===== src/rtl/motor_sequencer_if.sv =====
// Command/drive bundle between the wall-following controller and the motor sequencer.
// The master issues the command levels; the slave (sequencer) returns the H-bridge drives and status.
interface motor_sequencer_if;
  logic avancar;
  logic girar;
  logic remover;
  logic roda_esq_fwd;
  logic roda_esq_rev;
  logic roda_dir_fwd;
  logic roda_dir_rev;
  logic braco;
  logic ocupado;
  logic movimento_ok;
  logic erro;

  modport master (
    output avancar, girar, remover,
    input  roda_esq_fwd, roda_esq_rev, roda_dir_fwd, roda_dir_rev,
    input  braco, ocupado, movimento_ok, erro
  );

  modport slave (
    input  avancar, girar, remover,
    output roda_esq_fwd, roda_esq_rev, roda_dir_fwd, roda_dir_rev,
    output braco, ocupado, movimento_ok, erro
  );
endinterface


===== src/rtl/motor_sequencer.sv =====
// Turns accepted avancar/girar/remover commands into timed H-bridge bursts, inserting
// dead time on wheel-direction reversal and latching illegal avancar+girar combinations.
module motor_sequencer #(
  parameter int AVANCA_CICLOS = 8,
  parameter int GIRO_CICLOS   = 12,
  parameter int REMOVE_CICLOS = 4,
  parameter int DEAD_CICLOS   = 2
) (
  input logic              clockc2,
  input logic              reset,
  motor_sequencer_if.slave bus
);
  localparam int MAX_AG = (AVANCA_CICLOS > GIRO_CICLOS) ? AVANCA_CICLOS : GIRO_CICLOS;
  localparam int MAX_RD = (REMOVE_CICLOS > DEAD_CICLOS) ? REMOVE_CICLOS : DEAD_CICLOS;
  localparam int MAXC   = (MAX_AG > MAX_RD) ? MAX_AG : MAX_RD;
  localparam int CW     = $clog2(MAXC + 1);

  localparam logic [CW-1:0] AV_LD = CW'(AVANCA_CICLOS - 1);
  localparam logic [CW-1:0] GI_LD = CW'(GIRO_CICLOS - 1);
  localparam logic [CW-1:0] RM_LD = CW'(REMOVE_CICLOS - 1);
  localparam logic [CW-1:0] DD_LD = CW'(DEAD_CICLOS - 1);

  typedef enum logic [2:0] {S_IDLE, S_DEAD, S_AVANCA, S_GIRA, S_REMOVE} state_t;
  typedef enum logic [1:0] {D_NONE, D_FWD, D_TURN} dir_t;

  state_t        state_q, state_d;
  dir_t          last_dir_q, last_dir_d;
  dir_t          tgt_q, tgt_d;
  dir_t          cmd_dir;
  logic [CW-1:0] cnt_q, cnt_d;
  logic          erro_q, erro_d;
  logic          esq_fwd_q, esq_fwd_d;
  logic          esq_rev_q, esq_rev_d;
  logic          dir_fwd_q, dir_fwd_d;
  logic          braco_q, braco_d;
  logic          ocupado_q, ocupado_d;
  logic          mov_ok_q, mov_ok_d;

  always_comb begin
    state_d    = state_q;
    last_dir_d = last_dir_q;
    tgt_d      = tgt_q;
    cnt_d      = cnt_q;
    erro_d     = erro_q;
    cmd_dir    = bus.avancar ? D_FWD : D_TURN;
    case (state_q)
      S_IDLE: begin
        if (bus.remover) begin
          state_d = S_REMOVE;
          cnt_d   = RM_LD;
        end else if (bus.avancar && bus.girar) begin
          erro_d = 1'b1;
        end else if (bus.avancar || bus.girar) begin
          if (last_dir_q == D_NONE || last_dir_q == cmd_dir) begin
            state_d    = (cmd_dir == D_FWD) ? S_AVANCA : S_GIRA;
            cnt_d      = (cmd_dir == D_FWD) ? AV_LD : GI_LD;
            last_dir_d = cmd_dir;
          end else begin
            state_d = S_DEAD;
            cnt_d   = DD_LD;
            tgt_d   = cmd_dir;
          end
        end
      end
      S_DEAD: begin
        if (cnt_q == '0) begin
          state_d    = (tgt_q == D_FWD) ? S_AVANCA : S_GIRA;
          cnt_d      = (tgt_q == D_FWD) ? AV_LD : GI_LD;
          last_dir_d = tgt_q;
        end else begin
          cnt_d = cnt_q - 1'b1;
        end
      end
      default: begin
        if (cnt_q == '0) state_d = S_IDLE;
        else             cnt_d   = cnt_q - 1'b1;
      end
    endcase
    // Drives are decoded from the next state so they change on the same edge as the state.
    esq_fwd_d = (state_d == S_AVANCA);
    esq_rev_d = (state_d == S_GIRA);
    dir_fwd_d = (state_d == S_AVANCA) || (state_d == S_GIRA);
    braco_d   = (state_d == S_REMOVE);
    ocupado_d = (state_d != S_IDLE);
    mov_ok_d  = (state_d == S_IDLE) &&
                (state_q == S_AVANCA || state_q == S_GIRA || state_q == S_REMOVE);
  end

  always_ff @(posedge clockc2 or negedge reset) begin
    if (!reset) begin
      state_q    <= S_IDLE;
      last_dir_q <= D_NONE;
      tgt_q      <= D_NONE;
      cnt_q      <= '0;
      erro_q     <= 1'b0;
      esq_fwd_q  <= 1'b0;
      esq_rev_q  <= 1'b0;
      dir_fwd_q  <= 1'b0;
      braco_q    <= 1'b0;
      ocupado_q  <= 1'b0;
      mov_ok_q   <= 1'b0;
    end else begin
      state_q    <= state_d;
      last_dir_q <= last_dir_d;
      tgt_q      <= tgt_d;
      cnt_q      <= cnt_d;
      erro_q     <= erro_d;
      esq_fwd_q  <= esq_fwd_d;
      esq_rev_q  <= esq_rev_d;
      dir_fwd_q  <= dir_fwd_d;
      braco_q    <= braco_d;
      ocupado_q  <= ocupado_d;
      mov_ok_q   <= mov_ok_d;
    end
  end

  // The turn spins the left wheel backwards only, so the right wheel never reverses.
  assign bus.roda_esq_fwd = esq_fwd_q;
  assign bus.roda_esq_rev = esq_rev_q;
  assign bus.roda_dir_fwd = dir_fwd_q;
  assign bus.roda_dir_rev = 1'b0;
  assign bus.braco        = braco_q;
  assign bus.ocupado      = ocupado_q;
  assign bus.movimento_ok = mov_ok_q;
  assign bus.erro         = erro_q;
endmodule

===== src/flat_wrapper.sv =====
// flat-port wrapper written by rule: the top's interface ports become plain ports
module motor_sequencer_flat 
#(
  parameter int AVANCA_CICLOS = 8,
  parameter int GIRO_CICLOS   = 12,
  parameter int REMOVE_CICLOS = 4,
  parameter int DEAD_CICLOS   = 2
)
  (clockc2, reset, bus_avancar, bus_girar, bus_remover, bus_roda_esq_fwd, bus_roda_esq_rev, bus_roda_dir_fwd, bus_roda_dir_rev, bus_braco, bus_ocupado, bus_movimento_ok, bus_erro);
  motor_sequencer_if bus_i ();
  input logic clockc2;
  input logic reset;
  input wire logic [$bits(bus_i.avancar)-1:0] bus_avancar;
  input wire logic [$bits(bus_i.girar)-1:0] bus_girar;
  input wire logic [$bits(bus_i.remover)-1:0] bus_remover;
  output wire logic [$bits(bus_i.roda_esq_fwd)-1:0] bus_roda_esq_fwd;
  output wire logic [$bits(bus_i.roda_esq_rev)-1:0] bus_roda_esq_rev;
  output wire logic [$bits(bus_i.roda_dir_fwd)-1:0] bus_roda_dir_fwd;
  output wire logic [$bits(bus_i.roda_dir_rev)-1:0] bus_roda_dir_rev;
  output wire logic [$bits(bus_i.braco)-1:0] bus_braco;
  output wire logic [$bits(bus_i.ocupado)-1:0] bus_ocupado;
  output wire logic [$bits(bus_i.movimento_ok)-1:0] bus_movimento_ok;
  output wire logic [$bits(bus_i.erro)-1:0] bus_erro;
  assign bus_i.avancar = bus_avancar;
  assign bus_i.girar = bus_girar;
  assign bus_i.remover = bus_remover;
  assign bus_roda_esq_fwd = bus_i.roda_esq_fwd;
  assign bus_roda_esq_rev = bus_i.roda_esq_rev;
  assign bus_roda_dir_fwd = bus_i.roda_dir_fwd;
  assign bus_roda_dir_rev = bus_i.roda_dir_rev;
  assign bus_braco = bus_i.braco;
  assign bus_ocupado = bus_i.ocupado;
  assign bus_movimento_ok = bus_i.movimento_ok;
  assign bus_erro = bus_i.erro;
  motor_sequencer #(.AVANCA_CICLOS(AVANCA_CICLOS), .GIRO_CICLOS(GIRO_CICLOS), .REMOVE_CICLOS(REMOVE_CICLOS), .DEAD_CICLOS(DEAD_CICLOS)) u_core (.clockc2(clockc2), .reset(reset), .bus(bus_i));
endmodule

===== config.mk =====
export PLATFORM = sky130hd
export DESIGN_NAME = motor_sequencer_flat
export DESIGN_NICKNAME = d
export VERILOG_FILES = /design/src/rtl/motor_sequencer_if.sv /design/src/rtl/motor_sequencer.sv /design/src/flat_wrapper.sv
export SDC_FILE = /design/constraint.sdc
export NUM_CORES = 1
export LEC_CHECK = 0
export CAP_MARGIN = 0
export CORE_ASPECT_RATIO = 1.25
export CORE_MARGIN = 5
export CORE_UTILIZATION = 40
export DETAILED_ROUTE_END_ITERATION = 7
export PLACE_DENSITY = 0.63
export SYNTH_ARGS = -nofsm -noshare
export SYNTH_HDL_FRONTEND = slang
export SYNTH_SLANG_ARGS = --single-unit

===== constraint.sdc =====
create_clock -name clockc2 -period 3 [get_ports clockc2]
set_clock_uncertainty 0.15 [all_clocks]
set_input_delay 0.6 -clock clockc2 [delete_from_list [all_inputs] [get_ports clockc2]]
set_output_delay 0.6 -clock clockc2 [all_outputs]
set_load 0.02 [all_outputs]

==> summary.txt <==
Run status
  • Status: finished, final reports clean

Clock network
  • Hold-fix buffers at CTS: 0
  • H-tree Lvls: 1
  • Clock root buffer: clkbuf_4
  • Setup Fix Bufs, Post-CTS: 0
  • Clk slew on worst S/H paths: 0.09 ns
  • Resized cells post-CTS: 0
  • CTS max path bufs: 2
  • TritonCTS clock tree: yes
  • Clk sink count: 18
  • TritonCTS Buffers: 3
  • Clk_lat worst skew: 0.29 ns

Detailed routing
  • 1st-pass router iterations: 4
  • DRT antenna net count: 0
  • Vias/cell: 5.09
  • Via count: 682
  • Routed WL per cell: 13.5 um
  • Remaining DRCs: 0
  • First DRT Iteration DRCs: 13
  • Final WL: 1810 um

Floorplan
  • Num ports: 13
  • Die Area: 0.00351 mm^2
  • Core area: 0.00238 mm^2
  • Die H: 65.0 um
  • Starting Density: 0.407
  • Row cnt: 20
  • Die X: 54.0 um

GRT
  • Largest net degree at the start of global routing: 19
  • Gr usage total: 0.128
  • Met1 track demand over resource: 0.151
  • Vias in the first global route: 722
  • First-pass GRT wire length: 3280 um
  • Routing usage on met2: 0.215
  • Gr ovfl total: 0
  • GR Layer Usage met3: 0.0138
  • Grt peak-use layer: met2
  • Initial antenna violation count: 0

Logic synthesis
  • List of most frequent post-synthesis cells: dfrtp_1, nand2_1, nor2_1
  • Post-synth EDFFs: 0
  • Synth Flop Type: dfrtp_1
  • Post-synth top area cell: dfrtp_1
  • Sequential area share after synthesis: 0.465
  • Post-Syn Area: 968 um^2
  • Syn Nets: 96
  • Post-synth ARST share: 1.00
  • Ranking of synthesized cells by area: dfrtp_1, mux2_4, nand2_1
  • Post-synth cell types: 33
  • #FFs+latches synth: 18
  • Post-Synthesis Cells: 90
  • Area fraction of the dominant cell type after synthesis: 0.465
  • Synth warn: 0
  • Count leader, synth: dfrtp_1
  • Syn_area_per_cell: 10.8 um^2

Min path
  • WHS Path Cells: 1
  • Worst Hold End: u_core.bus.erro
  • Hold Path Class: reg2reg
  • HP Start: u_core.bus.erro

Pwr
  • Cell internal pwr: 0.000694 W
  • Total Power: 0.00117 W
  • PwrDens: 1040 mW/mm^2
  • Flop pwr share: 0.390
  • Switching share of power: 0.405
  • Clock Power Share: 0.100
  • Comb pwr share: 0.510
  • Max IR drop VDD: 0.414 mV
  • Sw power: 0.000473 W
  • Leak Pwr: 0.510 nW

Worst setup path
  • Family with the most delay on the worst path: multiplexers
  • Crit path launch type: input port
  • Slowest cell delay on critical path: 0.68 ns
  • Worst R2R Start: u_core.cnt_q[0]
  • Crit Path Category: in2reg
  • R2R cell count: 7
  • Crit path buf inv count: 1
  • Critical R2R Capture: u_core.cnt_q[2]
  • Worst setup EP type: flop
  • Cell Chain, Critical Path: clkdlybuf4s50_1 -> mux2i_1 -> nand3_2 -> o211ai_4 -> nand3b_4 -> mux2_4
  • WP data arrival: 2.46 ns
  • Critical Path RT: 3.03 ns
  • R2R Setup Slk: 0.71 ns
  • Worst-path maximum fanout: 10
  • Slowest cell on crit path: clkdlybuf4s50_1

Timing
  • Fin. max-slew vios: 0
  • Hold Vio Cnt, Final: 0
  • Worst Tran Pin Value: 0.776 ns
  • Worst rel slew slack: 0.481
  • Min cycle time layout: 2.43 ns
  • Unrepaired setup endpoints after global routing: false
  • Setup Viol. Count Final: 0
  • Setup_tns: 0 ns
  • Hold Slack: 0.326 ns
  • Crit share post-route: 0.808
  • Fmax achieved: 0.412 GHz

Cells and area
  • Share of layout cells above drive strength 1: 0.188
  • Design area: 0.00112 mm^2
  • Nets: 109
  • Synth-to-Final Area Change: 16.1%
  • Final core area utilization: 0.473
  • ANT cells: 0

Place
  • Buffers added on ports: 11
  • Routability cong.: 0.810
  • Hpwl dp: 1410 um
  • Placed cell area: 0.00110 mm^2

Flow run
  • MaxCap Viol Count: 0
==> stage by stage <==
stage	worst slack, ns	std cells
5_1_grt	0.452	134
2_1_floorplan	0.936	90
3_5_place_dp	0.286	131
4_1_cts	0.607	134
6_report	0.575	134
3_3_place_gp	0.357	131
==> cells by family after synthesis <==
group	synth area share
XOR/XNOR	0.0181
AND/OR/NAND/NOR	0.202
multiplexers	0.112
flip-flops	0.465
adder cells (fa/ha/maj)	0.0129
other	0.00387
AO/OA/AOI/OAI	0.137
buffers and inverters	0.0491
==> how the worst max path moves through the flow <==
stage                 from         endpoint  slack (ns)  cells after the start
4_1_cts        bus_avancar  u_core.cnt_q[2]        0.61                      6
6_report       bus_avancar  u_core.cnt_q[2]        0.57                      6
2_1_floorplan  bus_avancar  u_core.cnt_q[0]        0.94                      6
3_5_place_dp   bus_avancar  u_core.cnt_q[2]        0.29                      6
5_1_grt        bus_avancar  u_core.cnt_q[2]        0.45                      6
3_3_place_gp   bus_avancar  u_core.cnt_q[2]        0.36                      6
==> routing by layer <==
layer	share of wire	wire length [um]
met2	0.53	954
met4	0.029	53
met1	0.42	767
met3	0.019	35
met5	0	0
==> registers in the layout, summed over array words and instances (netlist names) <==
name                     count
u_core.bus.roda_esq_fwd      1
u_core.bus.roda_dir_fwd      1
u_core.tgt_q                 2
u_core.bus.movimento_ok      1
u_core.last_dir_q            2
u_core.bus.roda_esq_rev      1
u_core.cnt_q                 4
u_core.bus.ocupado           1
u_core.state_q               3
u_core.bus.braco             1
u_core.bus.erro              1
==> worst reg2reg max path: stages (launching register included) <==
cell and delay [ns]:
dfrtp_1 0.42, inv_1 0.07, ha_1 0.19, nor3b_1 0.40, o21ai_1 0.19, a2bb2oi_2 0.28, nand3b_4 0.16, mux2_4 0.32
==> final cells by class <==
type	instances	area, um^2
repair buffers	11	110
clock buffers	3	22.5
well taps	33	41.3
flip-flops and latches	18	450
inverters	8	30.0
fillers	229	1250
multi-input cells	61	470
==> cells in the final DEF, fill, tap and decap left out <==
cell              n
xor2_1            2
a31o_2            1
a22oi_2           1
a21oi_1           4
o31ai_1           1
mux2_1            1
a21oi_2           1
mux2i_1           3
inv_1             8
nor3b_1           3
or3b_4            1
clkdlybuf4s50_1  11
nor2_1            9
o21ai_0           3
mux2_4            3
ha_1              1
a2bb2oi_2         1
o21ai_1           1
nor2b_1           2
dfrtp_1          18
conb_1            1
a32o_1            1
nand2_1           9
nor4_4            1
nand3_2           1
clkbuf_4          3
o211ai_4          1
mux2_2            2
nand2_2           1
nor3_1            3
or2_4             1
nand3b_4          1
o41ai_1           1
==> power by group through the flow <==
stage,Combinational (W),Clock (W),Sequential (W)
after floorplan,0.000439,0,0.000460
after global placement,0.000590,0,0.000454
after detailed placement,0.000599,0,0.000461
after CTS,0.000601,0.000125,0.000455
after global routing,0.000665,0.000131,0.000471
final,0.000595,0.000117,0.000455
Note: power is estimated with default switching activity, not from simulation.
